$ cat config.mk
export PLATFORM = sky130hd
export DESIGN_NAME = ldm_sequencer
export DESIGN_NICKNAME = d
export VERILOG_FILES = /design/src/rtl/ldm_sequencer_pkg.sv /design/src/rtl/ldm_sequencer_reglist_scan.sv /design/src/rtl/ldm_sequencer.sv
export SDC_FILE = /design/constraint.sdc
export NUM_CORES = 1
export LEC_CHECK = 0
export CAP_MARGIN = 25
export CORE_UTILIZATION = 25
export CTS_CLUSTER_DIAMETER = 30
export DETAILED_ROUTE_END_ITERATION = 10
export PLACE_DENSITY = 0.54
export SETUP_SLACK_MARGIN = 0.02
export SLEW_MARGIN = 20
export SYNTH_ARGS = -nofsm -noshare
export SYNTH_HDL_FRONTEND = slang
export SYNTH_SLANG_ARGS = --single-unit
$ cat constraint.sdc
create_clock -name clk -period 23 [get_ports clk]
set_clock_uncertainty 0.2 [all_clocks]
set_input_delay 4.6 -clock clk [delete_from_list [all_inputs] [get_ports clk]]
set_output_delay 4.6 -clock clk [all_outputs]
set_load 0.05 [all_outputs]
$ cat src/rtl/ldm_sequencer_pkg.sv
// Shared definitions for the load-multiple sequencer: FSM encoding,
// addressing-mode codes ({P,U}) and the start-address helper.
package ldm_sequencer_pkg;

  typedef enum logic [1:0] {
    ST_IDLE  = 2'd0,
    ST_REQ   = 2'd1,
    ST_WRITE = 2'd2,
    ST_FIN   = 2'd3
  } state_e;

  localparam logic [1:0] MODE_DA = 2'b00;
  localparam logic [1:0] MODE_IA = 2'b01;
  localparam logic [1:0] MODE_DB = 2'b10;
  localparam logic [1:0] MODE_IB = 2'b11;

  localparam logic [3:0] R15_IDX = 4'd15;

  // Lowest word address of the block; transfers always walk upward from here.
  function automatic logic [31:0] start_addr(input logic [1:0] mode,
                                             input logic [31:0] base,
                                             input logic [4:0] n);
    logic [31:0] span;
    span = {25'd0, n, 2'b00};
    case (mode)
      MODE_IA: start_addr = base;
      MODE_IB: start_addr = base + 32'd4;
      MODE_DA: start_addr = base - span + 32'd4;
      default: start_addr = base - span;
    endcase
  endfunction

endpackage

$ cat src/rtl/ldm_sequencer_reglist_scan.sv
// Combinational register-list scanner: lowest set index, list with that
// bit removed, and population count.
module reglist_scan (
  input  logic [15:0] list,
  output logic [3:0]  low_idx,
  output logic [15:0] rem,
  output logic [4:0]  count
);

  always_comb begin
    low_idx = 4'd0;
    count   = 5'd0;
    for (int i = 15; i >= 0; i--) begin
      if (list[i]) low_idx = 4'(i);
    end
    for (int i = 0; i < 16; i++) begin
      count = count + {4'd0, list[i]};
    end
  end

  assign rem = list & (list - 16'd1);

endmodule

$ cat src/rtl/ldm_sequencer.sv
// Load-multiple sequencer: walks a 16-bit register list, issues one word read
// per register and writes results (or PC) plus optional base writeback.
module ldm_sequencer
  import ldm_sequencer_pkg::*;
(
  input  logic        clk,
  input  logic        reset,
  input  logic        start,
  input  logic [15:0] reglist,
  input  logic [3:0]  rn,
  input  logic [31:0] base,
  input  logic        pre,
  input  logic        up,
  input  logic        wback,
  output logic        mem_req,
  output logic [31:0] mem_addr,
  input  logic        mem_rvalid,
  input  logic [31:0] mem_rdata,
  output logic        we3,
  output logic [3:0]  wa3,
  output logic [31:0] wd3,
  output logic        we0,
  output logic [3:0]  wa0,
  output logic [31:0] wd0,
  output logic        pc_we,
  output logic [31:0] pc_wd,
  output logic        busy,
  output logic        done
);

  state_e      state_q, state_d;
  logic [15:0] list_q, list_d;
  logic [3:0]  rn_q, rn_d;
  logic        wb_en_q, wb_en_d;
  logic [31:0] wb_val_q, wb_val_d;
  logic        mem_req_q, mem_req_d;
  logic [31:0] mem_addr_q, mem_addr_d;
  logic        we3_q, we3_d, we0_q, we0_d, pc_we_q, pc_we_d;
  logic [3:0]  wa3_q, wa3_d, wa0_q, wa0_d;
  logic [31:0] wd3_q, wd3_d, wd0_q, wd0_d, pc_wd_q, pc_wd_d;
  logic        busy_q, busy_d, done_q, done_d;

  // In IDLE the scanner counts the incoming list; otherwise it walks the remainder.
  logic [15:0] scan_list, scan_rem;
  logic [3:0]  scan_low;
  logic [4:0]  scan_cnt;
  logic [31:0] span;

  assign scan_list = (state_q == ST_IDLE) ? reglist : list_q;
  assign span      = {25'd0, scan_cnt, 2'b00};

  reglist_scan u_scan (
    .list    (scan_list),
    .low_idx (scan_low),
    .rem     (scan_rem),
    .count   (scan_cnt)
  );

  always_comb begin
    state_d    = state_q;
    list_d     = list_q;
    rn_d       = rn_q;
    wb_en_d    = wb_en_q;
    wb_val_d   = wb_val_q;
    mem_req_d  = mem_req_q;
    mem_addr_d = mem_addr_q;
    we3_d      = 1'b0;
    wa3_d      = wa3_q;
    wd3_d      = wd3_q;
    we0_d      = 1'b0;
    wa0_d      = wa0_q;
    wd0_d      = wd0_q;
    pc_we_d    = 1'b0;
    pc_wd_d    = pc_wd_q;
    busy_d     = busy_q;
    done_d     = 1'b0;
    case (state_q)
      ST_IDLE: begin
        if (start) begin
          list_d   = reglist;
          rn_d     = rn;
          wb_en_d  = wback & ~reglist[rn];
          wb_val_d = up ? base + span : base - span;
          busy_d   = 1'b1;
          if (scan_cnt != 5'd0) begin
            state_d    = ST_REQ;
            mem_req_d  = 1'b1;
            mem_addr_d = start_addr({pre, up}, base, scan_cnt);
          end else begin
            state_d = ST_FIN;
            done_d  = 1'b1;
          end
        end
      end
      ST_REQ: begin
        if (mem_rvalid) begin
          state_d   = ST_WRITE;
          mem_req_d = 1'b0;
          list_d    = scan_rem;
          if (scan_low == R15_IDX) begin
            pc_we_d = 1'b1;
            pc_wd_d = {mem_rdata[31:2], 2'b00};
          end else begin
            we3_d = 1'b1;
            wa3_d = scan_low;
            wd3_d = mem_rdata;
          end
          // Writeback lands in the same cycle as the final register write.
          if (scan_rem == 16'd0 && wb_en_q) begin
            we0_d = 1'b1;
            wa0_d = rn_q;
            wd0_d = wb_val_q;
          end
        end
      end
      ST_WRITE: begin
        if (list_q != 16'd0) begin
          state_d    = ST_REQ;
          mem_req_d  = 1'b1;
          mem_addr_d = mem_addr_q + 32'd4;
        end else begin
          state_d = ST_FIN;
          done_d  = 1'b1;
        end
      end
      default: begin
        state_d = ST_IDLE;
        busy_d  = 1'b0;
      end
    endcase
  end

  always_ff @(posedge clk) begin
    if (reset) begin
      state_q    <= ST_IDLE;
      list_q     <= '0;
      rn_q       <= '0;
      wb_en_q    <= 1'b0;
      wb_val_q   <= '0;
      mem_req_q  <= 1'b0;
      mem_addr_q <= '0;
      we3_q      <= 1'b0;
      wa3_q      <= '0;
      wd3_q      <= '0;
      we0_q      <= 1'b0;
      wa0_q      <= '0;
      wd0_q      <= '0;
      pc_we_q    <= 1'b0;
      pc_wd_q    <= '0;
      busy_q     <= 1'b0;
      done_q     <= 1'b0;
    end else begin
      state_q    <= state_d;
      list_q     <= list_d;
      rn_q       <= rn_d;
      wb_en_q    <= wb_en_d;
      wb_val_q   <= wb_val_d;
      mem_req_q  <= mem_req_d;
      mem_addr_q <= mem_addr_d;
      we3_q      <= we3_d;
      wa3_q      <= wa3_d;
      wd3_q      <= wd3_d;
      we0_q      <= we0_d;
      wa0_q      <= wa0_d;
      wd0_q      <= wd0_d;
      pc_we_q    <= pc_we_d;
      pc_wd_q    <= pc_wd_d;
      busy_q     <= busy_d;
      done_q     <= done_d;
    end
  end

  assign mem_req  = mem_req_q;
  assign mem_addr = mem_addr_q;
  assign we3      = we3_q;
  assign wa3      = wa3_q;
  assign wd3      = wd3_q;
  assign we0      = we0_q;
  assign wa0      = wa0_q;
  assign wd0      = wd0_q;
  assign pc_we    = pc_we_q;
  assign pc_wd    = pc_wd_q;
  assign busy     = busy_q;
  assign done     = done_q;

endmodule

# == Word-level counts from Yosys, hierarchy flattened ==
# Cells that the tools add are included.
# word_totals
regBits,195
input_bits,91
output_inout_bits,142
wordCells,122
# op_classes
n_addsub,21
n_lt_le_gt_ge,1
n_eq_ne,9
n_mux,47
n_bitwise,7
n_reduce_logical,20
# ops
op,n
$mux W32,4
$add A32 B3 Y32 const B,3
$pmux W32 S3,1
$add A5 B1 Y5,14
$mux W4,16
$pmux W32 S2,1
$mux W16,3
$add A32 B7 Y32,1
$pmux W16 S2,1
$sub A32 B7 Y32,1
$and A16 B16 Y16,1
$logic_not A16 Y1,1
$reduce_bool A16 Y1,1
$sub A16 B1 Y16 const B,1
$mux W1,12
$reduce_and A3 Y1,4
$mux W2,4
$ne A2 B2 Y1 const B,3
$pmux W2 S3,1
$reduce_and A2 Y1,3
$lt A4 B5 Y1 const B,1
$not A1 Y1,5
$reduce_and A5 Y1,1
$reduce_bool A5 Y1,1
other kinds (16),21

# == Logic depth before layout (Yosys ltp) ==
# depth
depth_word,23
depth_mapped,31
ltp_nobuf,29

# == Cells and area by module ==
# Synthesis repeated with hierarchy kept, for this count alone.
# hier_totals
cells_unflattened,1676
hier_area_um2,12670.9
# by_module_without_submodules
mod,instances,cells_per_inst,area_each_um2,seq_area_each_um2
ldm_sequencer,1,1574,11940.2,3903.7
reglist_scan,1,102,730.7,0.0

# == Least setup slack after synthesis ==
# No wires, ideal clock.
# synth_timing
path_kind,in2reg
startpoint,input port reglist[1]
endpoint,"register mem_addr_q[31], in the netlist mem_addr[31]"
setup_time_ns,0.126
t_arrival_ns,11.519
t_required_ns,22.674
path_slack_ns,11.156
cell_stages,25
path_buffers,1
path_cell_list,mux2i_1 -> ha_1 -> inv_1 -> fa_1 -> fa_1 -> fa_1 -> fa_1 -> inv_1 -> ha_1 -> nor2b_1 -> o21a_1 -> or3_1 -> and2_1 -> ha_1 -> buf_6 -> and2b_2 -> o21ba_2 -> or4_4 -> mux2_4 -> or4_4 -> nor2_4 -> and4bb_4 -> mux2_4 -> a2111oi_2 -> a21oi_1
# synth_via
elab_chain_cells,22
elab_cells_between_ends,25
classes_between,add/sub (17); eq/ne (1); mux (5); reduce/logical (2)
# synth_rtl
element,line_no,rtl
start: declaration,ldm_sequencer.sv:9,"input logic [15:0] reglist,"
$mux W16 (*),ldm_sequencer.sv:49,assign scan_list = (state_q == ST_IDLE) ? reglist : list_q;
$add A1 B1 Y2 (*),ldm_sequencer_reglist_scan.sv:17,"count = count + {4'd0, list[i]};"
$add A5 B1 Y5 (*) (14 in series),ldm_sequencer_reglist_scan.sv:17,
$sub A32 B7 Y32,"ldm_sequencer_pkg.sv:28, ldm_sequencer_pkg.sv:29",
$add A32 B3 Y32,ldm_sequencer_pkg.sv:28,MODE_DA: start_addr = base - span + 32'd4;
$pmux W32 S3,ldm_sequencer_pkg.sv:25,case (mode)
$mux W32,ldm_sequencer.sv:85,if (scan_cnt != 5'd0) begin
$mux W32,ldm_sequencer.sv:79,if (start) begin
$pmux W32 S2,ldm_sequencer.sv:77,case (state_q)
end signal: assignment,ldm_sequencer.sv:159,mem_addr_q <= mem_addr_d;
end: declaration,ldm_sequencer.sv:37,"logic [31:0] mem_addr_q, mem_addr_d;"
# Mark *: on every way between the ends. The rest lies on a longest branch, timed or not. The select of a mux whose other input is x is not followed.
# A chain may end at the register's enable or synchronous reset.

# == Worst setup path after layout ==
# Ends and elaborated chain as after synthesis.

==> impl_metrics.toml <==
[floorplanning]
die_area_sq_mm = 0.0523
pin_count = 233
rows = 82
die_w_microns = 229
die_h_microns = 229
start_util_pct = 25.5
core_area_sq_mm = 0.0505

[worst_setup_path]
endpoint_kind = "flip-flop"
critPathLaunchType = "input pin"
crit_family = "adder cells"
timing.critical_path.buf_inv = 3
crit_slowest_cell = "a221oi_1"
cp_max_fo = 9
critical_path_class = "in -> reg"
crit_arrival_ns = 12.75
required_ns = 23.19
critPathMaxStageDelay_ns = 0.72
crit_top_cell = "fa_1"

[finish]
postLayoutCellArea_sq_mm = 0.0162
finish.net_count = 1899
drive_gt1_share_pct = 5.96
area_growth_pct = 25.7

[yosys]
synth_cell_types = 100
yosysWarnings = 0
ys_async_sr_fraction_pct = 0
synth_area_per_cell_sq_um = 7.97
synth-seq-cells = 195
ys.flop_type = "dfxtp_1"
seq_area_frac_synth_pct = 30.4
synth_edf_count = 0
netlist_area_sq_mm = 0.0128
syn-instance-count = 1613

[grt]
antenna_found_initial = 3
grt_pass1_wl_mm = 74.9
gr-total-overflow = 0
grt_pass1_vias = 12100
grt_max_degree = 109
track_usage_pct = 18.6

[detailed_routing]
wire_per_inst_microns = 20.0
antenna_left = 0
routed_wirelength_mm = 49.1
num_vias = 12500
drc_errors = 0
drtPass1Iterations = 5
drt_iter0_drc = 1126
routed_via_density = 5.10

[placement]
routabilityCongestion = 0.890
dp_hpwl_mm = 37.1
dpl_cell_area_sq_mm = 0.0155
portBuffers = 230
place_ws_ns = 9.97

[clock_network]
cts-root-buf = "clkbuf_16"
tritoncts = "built"
cts_setup_buffers = 0
clock_path_buffers = 2
cts_buffers = 17
cts-resized-gates = 0
clk_pin_slew_ns = 0.08
hold_buffers = 0
clkSinkCount = 195
cts_max_level = 4
worstSkewPairLatency_ns = 0.51

[timing]
hold_viol = 0
period_needed_ns = 12.55
slew_violations = 0
hold_slack_ns = 0.252
post-route-period-util_pct = 54.6
tightestPinTransition_ns = 1.01
setup_viol_count_final = 0
fin_ws_ns = 10.45
relSlewSlack_pct = 32.5
rsz0062_at_grt = "no"
setup_tns_ns = 0
timing.fmax_ghz = 0.0797

[hold_path]
hold_path_class = "reg -> reg"

[pwr]
leakage_nw = 6.02
p_total_mw = 2.78
powerDensity_mw_per_mm2 = 172
ir_worst_vdd_uv = 275

[status]
outcome = "complete, no violations"

[flow_run]
cap_violations = 0
==> area by class of cell <==
type / count / area (sq um)
Antenna cell: 2 / 5.00
Clock buffer: 17 / 425
Clock inverter: 15 / 180
Fill cell: 5439 / 34300
Inverter: 46 / 173
Multi-Input combinational cell: 1258 / 8180
Sequential cell: 195 / 3900
Tap cell: 672 / 841
Timing Repair Buffer: 249 / 2440
==> synth_stat cells, types with 4 or more instances <==
master     count  area (sq um)
a2111oi_0      4          35.0
o31ai_1       10          75.1
and3_1         8          50.1
buf_2         13          65.1
nand2b_1      13          81.3
nand3_1       50           250
or2_2          5          31.3
mux4_2         5           113
or4_1          6          45.0
buf_4          5          37.5
nand4_1       26           163
nand3b_1       4          30.0
buf_6          8          90.1
a21boi_0       5          37.5
fa_1          12           240
o22ai_1       19           119
and4_1         4          35.0
nor4_1        25           156
nor3_1        46           230
nor2_1       189           709
and2_1        11          68.8
inv_1         44           165
o21ai_0       81           405
a21o_1         9          67.6
mux2i_1      117          1170
o21bai_1       6          45.0
a211oi_1      23           173
clkbuf_1      73           274
a21oi_1      138           691
xnor2_1       47           412
or3_1         17           106
xor2_1        33           289
o211ai_1      12          90.1
nor2b_1       13          81.3
nor3b_1        9          67.6
buf_1          8          30.0
a211o_1        5          43.8
a22oi_1        4          30.0
a31oi_1       18           113
ha_1          29           363
nand2_1      166           623
a221oi_1       6          52.6
dfxtp_1      195          3900
==> placed cells by master (no fill, tap or decap), types with 8 or more instances in the layout <==
cell type / synthesis / layout
dfxtp_1: 195 / 195
a211oi_1: 23 / 23
o211ai_1: 12 / 12
nand3_1: 50 / 50
xnor2_1: 47 / 47
inv_1: 44 / 44
a21o_1: 9 / 9
nor3b_1: 9 / 9
nand2b_1: 13 / 13
a31oi_1: 18 / 18
nand4_1: 26 / 26
nand2_1: 166 / 165
clkdlybuf4s50_1: 0 / 229
nor3_1: 46 / 45
and2_1: 11 / 11
a21oi_1: 138 / 137
o31ai_1: 10 / 10
o21ai_0: 81 / 81
fa_1: 12 / 12
ha_1: 29 / 28
nor2_1: 189 / 188
o22ai_1: 19 / 19
xor2_1: 33 / 33
clkbuf_16: 0 / 17
or3_1: 17 / 17
nor2b_1: 13 / 12
mux2i_1: 117 / 117
buf_4: 5 / 18
nor4_1: 25 / 25
and3_1: 8 / 8
==> worst paths after layout <==
path                             start                         to  slack, ns  cells past startpoint
max                         reglist[1]  mem_addr[31]$_SDFFE_PP0P_      10.45                     25
max reg2reg    state_q[0]$_SDFFE_PP0P_  mem_addr[31]$_SDFFE_PP0P_      13.81                     27
min reg2reg  wb_val_q[22]$_SDFFE_PP0P_  wb_val_q[22]$_SDFFE_PP0P_       0.25                      2
min          wb_val_q[22]$_SDFFE_PP0P_  wb_val_q[22]$_SDFFE_PP0P_       0.25                      2
==> power by group <==
group	total [mW]	internal (mW)	switching, mW
clock	0.320	0.148	0.172
combinational	2.03	0.749	1.28
sequential	0.433	0.387	0.0454
==> per-stage QoR <==
| stage | instances | util, % |
|---|---|---|
| finish | 2454 | 32.0 |
| global route | 2454 | 32.0 |
| CTS | 2451 | 32.0 |
| detailed placement | 2419 | 30.8 |
| global placement | 2419 | 30.8 |
| floorplan | 1614 | - |
==> routing by layer <==
layer	up-vias	track usage, %	wire (microns)
li1	6072	-	-
met4	2	7.57	1360
met5	-	0	14
met2	356	28.3	21500
met1	6030	25.5	23400
met3	58	3.90	2850
==> cell families after synthesis <==
family	after synthesis	synth area share [%]
AO/OA/AOI/OAI	385	18.8
XOR/XNOR	81	5.58
AND/OR/NAND/NOR	620	23.6
buffers and inverters	161	6.20
flip-flops	195	30.4
adder cells (fa/ha/maj)	42	4.77
other	1	0.0292
multiplexers	128	10.6
==> worst register-to-register path: cells and delay by family (launching register included) <==
family | cells | cell delay (ns)
AO/OA/AOI/OAI | 6 | 1.96
AND/OR/NAND/NOR | 7 | 2.02
buffers and inverters | 4 | 0.72
adder cells (fa/ha/maj) | 8 | 3.08
multiplexers | 2 | 0.77
flip-flops | 1 | 0.34
==> state kept, by name, indices dropped and copies added (netlist names), 2 cells and up <==
register and count:
list_q 16, wd3 32, wa0 4, wa3 4, wb_val_q 32, pc_wd 30
mem_addr 32, rn_q 4, wd0 32, state_q 2
Power figures use the tool's default switching activity.
